===== src/rtl/trafficlights_controller_param.sv =====
// Two-road traffic-light sequencer with 1 Hz prescaler, pedestrian green
// shortening and a flashing-yellow override.
module trafficlights_controller_param #(
  parameter int unsigned TICK_DIV = 100_000_000,
  parameter int unsigned CNT_W    = 8,
  parameter int unsigned GREEN0   = 45,
  parameter int unsigned GREEN1   = 25,
  parameter int unsigned YELLOW   = 5,
  parameter int unsigned ALLRED   = 2,
  parameter int unsigned PED_MIN  = 10
) (
  input  logic             tclk,
  input  logic             rst,
  input  logic             ped_req,
  input  logic             flash,
  output logic [2:0]       tf0,
  output logic [2:0]       tf1,
  output logic [CNT_W-1:0] count,
  output logic [2:0]       phase,
  output logic             ped_pend
);

  localparam int unsigned PRE_W = (TICK_DIV > 1) ? $clog2(TICK_DIV) : 1;
  localparam logic [PRE_W-1:0] PRE_MAX = PRE_W'(TICK_DIV - 1);

  typedef enum logic [2:0] {
    G0    = 3'd0,
    Y0    = 3'd1,
    R0    = 3'd2,
    G1    = 3'd3,
    Y1    = 3'd4,
    R1    = 3'd5,
    FLASH = 3'd6
  } phase_e;

  phase_e           state_q, state_d;
  logic [CNT_W-1:0] count_d;
  logic             ped_d;
  logic             blink_q, blink_d;
  logic [2:0]       tf0_d, tf1_d;
  logic [PRE_W-1:0] pre_q;
  logic             tick_c;

  // Duration loaded into count on entry to a phase
  function automatic logic [CNT_W-1:0] dur(input phase_e p);
    case (p)
      G0:      dur = CNT_W'(GREEN0);
      Y0:      dur = CNT_W'(YELLOW);
      R0:      dur = CNT_W'(ALLRED);
      G1:      dur = CNT_W'(GREEN1);
      Y1:      dur = CNT_W'(YELLOW);
      R1:      dur = CNT_W'(ALLRED);
      default: dur = '0;
    endcase
  endfunction

  // Normal phase rotation G0 -> Y0 -> R0 -> G1 -> Y1 -> R1 -> G0
  function automatic phase_e nxt(input phase_e p);
    case (p)
      G0:      nxt = Y0;
      Y0:      nxt = R0;
      R0:      nxt = G1;
      G1:      nxt = Y1;
      Y1:      nxt = R1;
      default: nxt = G0;
    endcase
  endfunction

  assign tick_c = (pre_q == PRE_MAX);
  assign phase  = state_q;

  // Prescaler producing a one-cycle tick every TICK_DIV clocks
  always_ff @(posedge tclk) begin
    if (!rst)        pre_q <= '0;
    else if (tick_c) pre_q <= '0;
    else             pre_q <= pre_q + PRE_W'(1);
  end

  // Next phase, count, pedestrian latch, blink and lamp decode
  always_comb begin
    state_d = state_q;
    count_d = count;
    ped_d   = ped_pend;
    blink_d = blink_q;
    tf0_d   = 3'b100;
    tf1_d   = 3'b100;

    if (tick_c) begin
      if (state_q != FLASH && flash) begin
        state_d = FLASH;
        count_d = '0;
        blink_d = 1'b1;
        ped_d   = 1'b0;
      end else if (state_q == FLASH) begin
        if (flash) begin
          blink_d = ~blink_q;
        end else begin
          state_d = R1;
          count_d = CNT_W'(ALLRED);
          blink_d = 1'b0;
        end
      end else if (count == '0) begin
        state_d = nxt(state_q);
        count_d = dur(nxt(state_q));
        ped_d   = 1'b0;
      end else begin
        // A pending request only exists in a green phase
        if (ped_pend && count > CNT_W'(PED_MIN)) count_d = CNT_W'(PED_MIN);
        else                                     count_d = count - CNT_W'(1);
        ped_d = 1'b0;
      end
    end

    // Latch requests only while green and not leaving the phase this cycle
    if (ped_req && (state_q == G0 || state_q == G1) && state_d == state_q)
      ped_d = 1'b1;

    case (state_d)
      G0:      begin tf0_d = 3'b010; tf1_d = 3'b100; end
      Y0:      begin tf0_d = 3'b001; tf1_d = 3'b100; end
      G1:      begin tf0_d = 3'b100; tf1_d = 3'b010; end
      Y1:      begin tf0_d = 3'b100; tf1_d = 3'b001; end
      FLASH:   begin tf0_d = {2'b00, blink_d}; tf1_d = {2'b00, blink_d}; end
      default: begin tf0_d = 3'b100; tf1_d = 3'b100; end
    endcase
  end

  // State, count and lamp registers
  always_ff @(posedge tclk) begin
    if (!rst) begin
      state_q  <= G0;
      count    <= CNT_W'(GREEN0);
      ped_pend <= 1'b0;
      blink_q  <= 1'b0;
      tf0      <= 3'b010;
      tf1      <= 3'b100;
    end else begin
      state_q  <= state_d;
      count    <= count_d;
      ped_pend <= ped_d;
      blink_q  <= blink_d;
      tf0      <= tf0_d;
      tf1      <= tf1_d;
    end
  end

endmodule


===== config.mk =====
export PLATFORM = sky130hd
export DESIGN_NAME = trafficlights_controller_param
export DESIGN_NICKNAME = d
export VERILOG_FILES = /design/src/rtl/trafficlights_controller_param.sv
export SDC_FILE = /design/constraint.sdc
export NUM_CORES = 1
export LEC_CHECK = 0
export ABC_AREA = 1
export BUFFER_PORTS_ARGS = -buffer_cell sky130_fd_sc_hd__clkbuf_2
export CORE_ASPECT_RATIO = 0.6
export CORE_UTILIZATION = 45
export DETAILED_ROUTE_END_ITERATION = 8
export SYNTH_ARGS = -nofsm -noshare
export SYNTH_HDL_FRONTEND = slang
export SYNTH_SLANG_ARGS = --single-unit

===== constraint.sdc =====
create_clock -name tclk -period 3.4 [get_ports tclk]
set_clock_uncertainty 0.05 [all_clocks]
set_input_delay 0 -clock tclk [delete_from_list [all_inputs] [get_ports tclk]]
set_output_delay 0 -clock tclk [all_outputs]
set_load 0.005 [all_outputs]

Yosys cells after proc, flatten, opt, wreduce, memory -nomap -nowiden. Index checks and enable logic that the tools add are counted. Widths: inputs -> output; s select.

Add/subtract/negate cells: 2. Order comparisons: 1. Equality and inequality tests: 19. Mux-type cells: 26. Bitwise operators: 2. Reductions and logical operators: 15.

Operators with widths (count): $mux 8 (5); $add 27x1->27 const B (1); $eq 27x27->1 const B (1); $mux 3 (9); $pmux 6 s4 (1); $eq 3x3->1 const B (6); $pmux 3 s3 (2); $eq 3x2->1 const B (5); $pmux 3 s5 (1); $eq 3x1->1 const B (3); $logic_not 3->1 (3); $gt 8x4->1 const B (1); $logic_not 8->1 (1); $mux 1 (8); $sub 8x1->8 const B (1); $ne 3x3->1 const B (2); $reduce_or 2->1 (3); $logic_and 1x1->1 (4); $reduce_and 2->1 (2); $eq 3x3->1 (1); $ne 3x2->1 const B (1); $not 1->1 (2); $reduce_bool 2->1 (1); $logic_or 1x1->1 (1).

Register bits: 46. Input bits: 4. Output and inout port bits: 18. Word-level logic and storage cells: 72.

Logic depth before layout (Yosys ltp). Gate-level depths: netlist (run 1).

Depth in word-level cells: 12. Depth in mapped cells: 13. Mapped depth without buffers: 13.

Least setup slack after synthesis (run 1). No wires, ideal clock.

Path type: reg2reg. From: reg pre_q[0]. To: reg tf0[2]. Library setup time: 115 ps. Arrival: 1586 ps. Required time: 3235 ps. Slack: 1649 ps. Cell stages (with the launch flop): 14. Buffers on the path: 0. Clock period less this slack: 1751 ps. Cells stage by stage: dfxtp_1 > ha_1 > nand2_1 > nor2_4 > nand2_4 > inv_4 > nand2_4 > nor2_8 > nor2_2 > nor2_8 > inv_2 > nor2_4 > nand2_1 > and2_1.

Word-level cells in the longest chain between the ends: 4. Elaborated cells between the ends (all ways): 6. Classes of those cells: 3 x eq/ne; 2 x mux; 1 x reduce/logical.

RTL lines: start: declaration (line 41) `logic [PRE_W-1:0] pre_q;`; start signal: assignment (line 76) `else pre_q <= pre_q + PRE_W'(1);`; $eq 27x27->1 * (line 69) `assign tick_c = (pre_q == PRE_MAX);`; $mux 3 * (line 88) `if (tick_c) begin`; $eq 3x3->1 (tied with other cells) (line 118) `case (state_d)`; $pmux 3 s3 * (line 118); end signal: assignment (line 142) `tf0 <= tf0_d;`; end: declaration (line 16) `output logic [2:0] tf0,`.

Mark *: on every way between the ends. The rest lies on a longest branch, timed or not. A chain may end at the register's enable or synchronous reset.

Worst setup path in the final report (run 1).
From: reg pre_q[0]. To: reg pre_q[17].

Word-level cells in the longest chain between the ends: 2. Elaborated cells between the ends (all ways): 3. Classes of those cells: 1 x add/sub; 1 x eq/ne; 1 x reduce/logical.

RTL lines: parallel branches: the longest is 2 deep, another holds $add 27x1->27.

Parallel ways; which one is timed is not known.

==> results of run 1 <==
==> final cells by class <==
class | instances | area (µm²) | share of cell area
clock inverters | 2 | 37.5 | 0.0128
repair buffers | 23 | 125 | 0.0427
clock buffers | 6 | 72.6 | 0.0248
flip-flops and latches | 46 | 921 | 0.314
inverters | 51 | 194 | 0.0662
well taps | 80 | 100 | 0.0342
multi-input cells | 274 | 1480 | 0.505
==> synthesized netlist by cell type (2+ instances only) <==
master    count  area share
nor3_2        2      0.0076
inv_2         3      0.0043
a21oi_1      26       0.050
nand2_4       3       0.013
xor2_1        8       0.027
nor2_4        7       0.030
nand4_1      10       0.024
nor4_1        4      0.0095
nor2_2        8       0.019
o21ai_0      20       0.038
nand3_1      26       0.050
buf_2         4      0.0076
xnor2_1       4       0.013
inv_1        47       0.067
o21a_1        2      0.0057
nand2_2       7       0.017
ha_1          3       0.014
nor3b_1       2      0.0057
o211ai_1      2      0.0057
dfxtp_1      46        0.35
nor2_1       49       0.070
nor3_1       12       0.023
nor2_8        2       0.015
nand2_1      67       0.096
==> per-layer routing <==
metal,vias to the layer above,track usage,part of all wire
met2,67,0.261,0.35
li1,1274,-,-
met3,7,0.0409,0.056
met1,1091,0.373,0.59
met4,0,0.0435,0.0070
met5,-,0,0
==> path summary, 6_finish.rpt <==
check / start / endpoint / cells after the start
hold reg to reg: pre_q[26] / pre_q[26] / 2
setup reg to reg: pre_q[0] / pre_q[17] / 11
hold / removal: flash / count[6] / 4
setup / recovery: pre_q[0] / pre_q[17] / 11
==> cells in the final DEF (no fill, tap or decap), drive strengths merged <==
cell type and count:
nand3 26, bufinv 1, o21a 2, or2 1, o21ai 21, nor2 66, a31oi 1, xnor2 4
clkinvlp 1, o22ai 1, nand4 10, ha 3, clkbuf 27, inv 51, a21boi 1, nor3 14
dlygate4sd3 2, nand2 77, nor4 4, a22o 1, nor3b 2, o211ai 2, nand3b 1, xor2 8
and2 1, a21oi 28, dfxtp 46
==> critical path, cell delays in order, from the launching register on <==
cell and delay [ps]:
dfxtp_1 410, ha_1 190, nand2_1 100, nor2_4 150, nand2_4 110, inv_4 80
nand2_4 70, nor2_8 110, nor2_1 110, inv_1 560, a21oi_1 80, o21a_1 130
==> timing repair <==
item,in CTS,in global routing
setup buffers,0,0
hold buffers,2,0
endpoints found under the hold margin,6,0
endpoints found under the setup margin,0,0
==> logic make-up (layout without fill, tap and decap cells) <==
kind of cell,Yosys count,count (layout)
buffers and inverters,57,82
AND/OR/NAND/NOR,202,202
flip-flops,46,46
AO/OA/AOI/OAI,57,57
adder cells (fa/ha/maj),3,3
XOR/XNOR,12,12
==> sequential cells by signal, indices dropped and copies added, names as in the netlist <==
name / flops
blink_q: 1
count: 8
ped_pend: 1
phase: 3
pre_q: 27
tf0: 3
tf1: 3
==> power by group through the flow <==
stage	Sequential, µW	Combinational (µW)	Clock, µW
3_5_place_dp	558	27.6	0
6_report	546	29.4	414
5_1_grt	546	33.5	449
4_1_cts	546	29.3	424
3_3_place_gp	558	27.1	0
2_1_floorplan	558	18.8	0
==> stage by stage <==
stage	hold slack [ps]	cell area, µm²	utilization
finish	56.3	2930	0.524
global route	93.9	2930	0.524
CTS	55.6	2930	0.524
detailed placement	222	2800	0.500
global placement	220	2800	0.500
floorplan	30.0	2620	-
==> flow_summary.json, run 1 <==
{
  "placed_cells": 472,
  "p_leak_uw": 0.00119,
  "viasPerCell": 5.06,
  "maxCapViolCount": 0,
  "p_total_uw": 989,
  "grt_start_max_net_pins": 23,
  "worst_pin_slew_ps": 705,
  "ctsLongestPathBuffers": 2,
  "p_sw_frac": 0.220,
  "drtPass1Iterations": 4,
  "syn2layout_area_growth_pct": 11.7,
  "vias": 2439,
  "setup_ws_ps": 1160,
  "reg2reg_setup_slack_ps": 1160,
  "synth_seq_cells": 46,
  "start_util": 0.469,
  "vdd_drop_max_mv": 0.187,
  "cts_max_level": 2,
  "final_antenna_net_count": 0,
  "final.setup.tns_ps": 0,
  "stdcell_count": 482,
  "combPwrFrac": 0.030,
  "fin_crit_sh": 0.660,
  "setup.worst_path.end_class": "flop",
  "synth_adder_area_share": 0.0143,
  "dieArea_mm2": 0.00615,
  "synth_nets": 384,
  "holdCritPathClass": "in -> reg",
  "grt_use_total": 0.218,
  "critPathRequiredTime_ps": 3550,
  "io_pins": 22,
  "power.share.clock": 0.419,
  "postSynthAreaPerCell_um2": 6.96,
  "core.rowCount": 21,
  "synthesis.area_mm2": 0.00262,
  "synth_compound_area_frac": 0.122,
  "hold_violations": 0,
  "netlist_instances": 377,
  "p_int_uw": 771,
  "critPathArrivalTime_ps": 2400,
  "critical_path_class": "reg -> reg",
  "avgRoutedWirePerCell_um": 13.0,
  "io_buffers": 21,
  "detail_route.iter0.violations": 246,
  "setup_viol": 0,
  "muxShareOfSynthArea": 0,
  "drive_above_1_share": 0.162,
  "drcViolationCount": 0,
  "clk_transition_reported_paths_ps": 90,
  "grt_pass1_wl_um": 10200,
  "hpwl_um": 4900,
  "root_buffer": "clkbuf_8",
  "crit_path_max_fanout": 22,
  "fillCellCount": 551,
  "cts.repair.resized": 0,
  "cts_tree": "yes",
  "fp.dieW_um": 101,
  "fin_crit_ps": 2240,
  "p_switching_uw": 218,
  "synthXorXnorAreaFrac": 0.0401,
  "yosysSeqAreaShare": 0.351,
  "postSynth.asyncResetShare": 0,
  "core_mm2": 0.00560,
  "globalplace.congestion": 0.935,
  "die_h_um": 61.1,
  "antenna_found_initial": 0,
  "place_ws_ps": 1120,
  "clock-sinks": 46,
  "crit_path_start_kind": "flop",
  "clk_latency_ps": 300,
  "yosysWarnings": 0,
  "fmax_ghz": 0.446,
  "nets": 408,
  "globalRouteOverflowTotal": 0,
  "synth_ff_type": "dfxtp_1",
  "drt_wl_total_um": 6280,
  "synth_edf_count": 0,
  "antenna-diode-count": 0,
  "synthSimpleGateAreaFrac": 0.388,
  "slew_violations": 0,
  "synth_top_family_by_area": "simple AND/OR/NAND/NOR gates",
  "p_seq_frac": 0.552,
  "numCtsBuffers": 5,
  "status": "completed",
  "powerDensity_mw_per_mm2": 338,
  "rsz0062_at_grt": "no",
  "maxSlewHeadroom": 0.525,
  "ys_types": 37,
  "grt_pass1_vias": 1971
}
No activity file was read; power rests on OpenSTA's default activity.
==> run 2: changes to the inputs <==
- clock period: 3.4 -> 2.2 ns (I/O delays scaled with it)
==> flow_summary.json, run 2 (same netlist as run 1, synthesis figures left out) <==
{
  "detail_route.iter0.violations": 219,
  "antenna-diode-count": 0,
  "maxSlewHeadroom": 0.541,
  "io_buffers": 21,
  "final.setup.tns_ps": 0,
  "holdCritPathClass": "in -> reg",
  "drt_wl_total_um": 6510,
  "crit_start": "count[0]",
  "antenna_found_initial": 0,
  "status": "completed",
  "vias": 2449,
  "final_cell_mix": "nand2_1, nor2_1, inv_1, dfxtp_1",
  "nets": 413,
  "final_antenna_net_count": 0,
  "setup.worst_path.end_class": "flop",
  "hold_violations": 0,
  "start_util": 0.469,
  "syn2layout_area_growth_pct": 13.0,
  "worst_pin_slew_ps": 682,
  "io_pins": 22,
  "hold_path_startpoint": "flash",
  "drive_above_1_share": 0.177,
  "hpwl_um": 5030,
  "multi_input_area_mm2": 0.00149,
  "reg2reg_from": "count[0]",
  "grt_start_max_net_pins": 23,
  "fmax_ghz": 0.485,
  "numCtsBuffers": 5,
  "p_leak_uw": 0.00121,
  "drcViolationCount": 0,
  "cts_tree": "yes",
  "grt_use_total": 0.232,
  "fin_crit_ps": 2060,
  "viasPerCell": 5.03,
  "grt_pass1_vias": 2087,
  "clock-sinks": 46,
  "seqCellArea_um2": 921,
  "regMostFlops": "pre_q",
  "fp.dieW_um": 101,
  "slew_violations": 0,
  "rsz0062_at_grt": "no",
  "setup_viol": 0,
  "avgRoutedWirePerCell_um": 13.4,
  "die_h_um": 61.1,
  "crit_path_start_kind": "flop",
  "fin_crit_sh": 0.938,
  "design_area_mm2": 0.00297,
  "final_common_cell": "nand2_1",
  "dpl_cell_area_mm2": 0.00285,
  "powerDensity_mw_per_mm2": 480,
  "dieArea_mm2": 0.00615,
  "reg_top3": "pre_q x27, count x8",
  "clk_transition_reported_paths_ps": 90,
  "largest_register_ffs": 27,
  "critPathArrivalTime_ps": 2220,
  "fillCellCount": 573,
  "globalplace.congestion": 0.852,
  "drtPass1Iterations": 5,
  "critPathRequiredTime_ps": 2360,
  "core_mm2": 0.00560,
  "ctsLongestPathBuffers": 2,
  "vdd_drop_max_mv": 0.299,
  "cts_max_level": 2,
  "globalRouteOverflowTotal": 0,
  "critical_path_class": "reg -> reg",
  "grt_pass1_wl_um": 10600,
  "core.rowCount": 21,
  "root_buffer": "clkbuf_8",
  "clk_latency_ps": 300,
  "maxCapViolCount": 0,
  "crit_path_max_fanout": 9
}
==> run 2: what timing repair did <==
action / in CTS / in global routing
hold buffers: 2 / 0
endpoints found under the hold margin: 6 / 0
resized for setup: 0 / 1
setup endpoints to repair: 0 / 6
setup buffers: 0 / 0
==> run 2: path summary, 6_finish.rpt <==
kind | to | slack, ps | depth (start not counted)
setup / recovery | tf0[2] | 140 | 12
hold / removal | count[6] | 70 | 4
setup reg to reg | tf0[2] | 140 | 12
hold reg to reg | pre_q[20] | 430 | 2
==> run 2: critical path, cell delays in order (launching register included) <==
cell	delay, ps
dfxtp_1	330
inv_1	130
ha_1	230
nand2_2	120
nor2_4	230
nor2_1	110
nor2_1	160
nand2_2	100
nand2_2	120
inv_2	80
nor2_4	120
nand2_1	50
and2_1	150
==> run 2: through the flow <==
step                      worst slack [ps]  power (µW)  std cells  hold WS (ps)  utilization
after floorplan                        449         891        377          30.0            -
after detailed placement               119         912        477           218        0.509
final                                  137        1420        487          67.6        0.530
after global routing                  11.8        1500        487          72.6        0.530
after global placement                 180         912        477           223        0.509
after CTS                             66.0        1440        487          61.5        0.529
==> run 2: routing by layer <==
| layer | vias to the layer above | global-route usage | part of all wire |
|---|---|---|---|
| met5 | - | 0 | 0 |
| met4 | 0 | 0.0559 | 0.0078 |
| met3 | 4 | 0.0533 | 0.068 |
| met2 | 69 | 0.270 | 0.34 |
| met1 | 1092 | 0.393 | 0.59 |
| li1 | 1284 | - | - |
==> run 2: final cells by class <==
type | count | area share
inverter | 51 | 0.0654
tap | 80 | 0.0338
clock buffer | 5 | 0.0232
multi-input combinational | 274 | 0.501
sequential | 46 | 0.311
clock inverter | 3 | 0.00717
timing repair buffer | 28 | 0.0591
==> run 2: where the power goes <==
part           internal (µW)  switching (µW)
Clock                    224             304
Combinational           19.6            32.5
Sequential               838            6.09
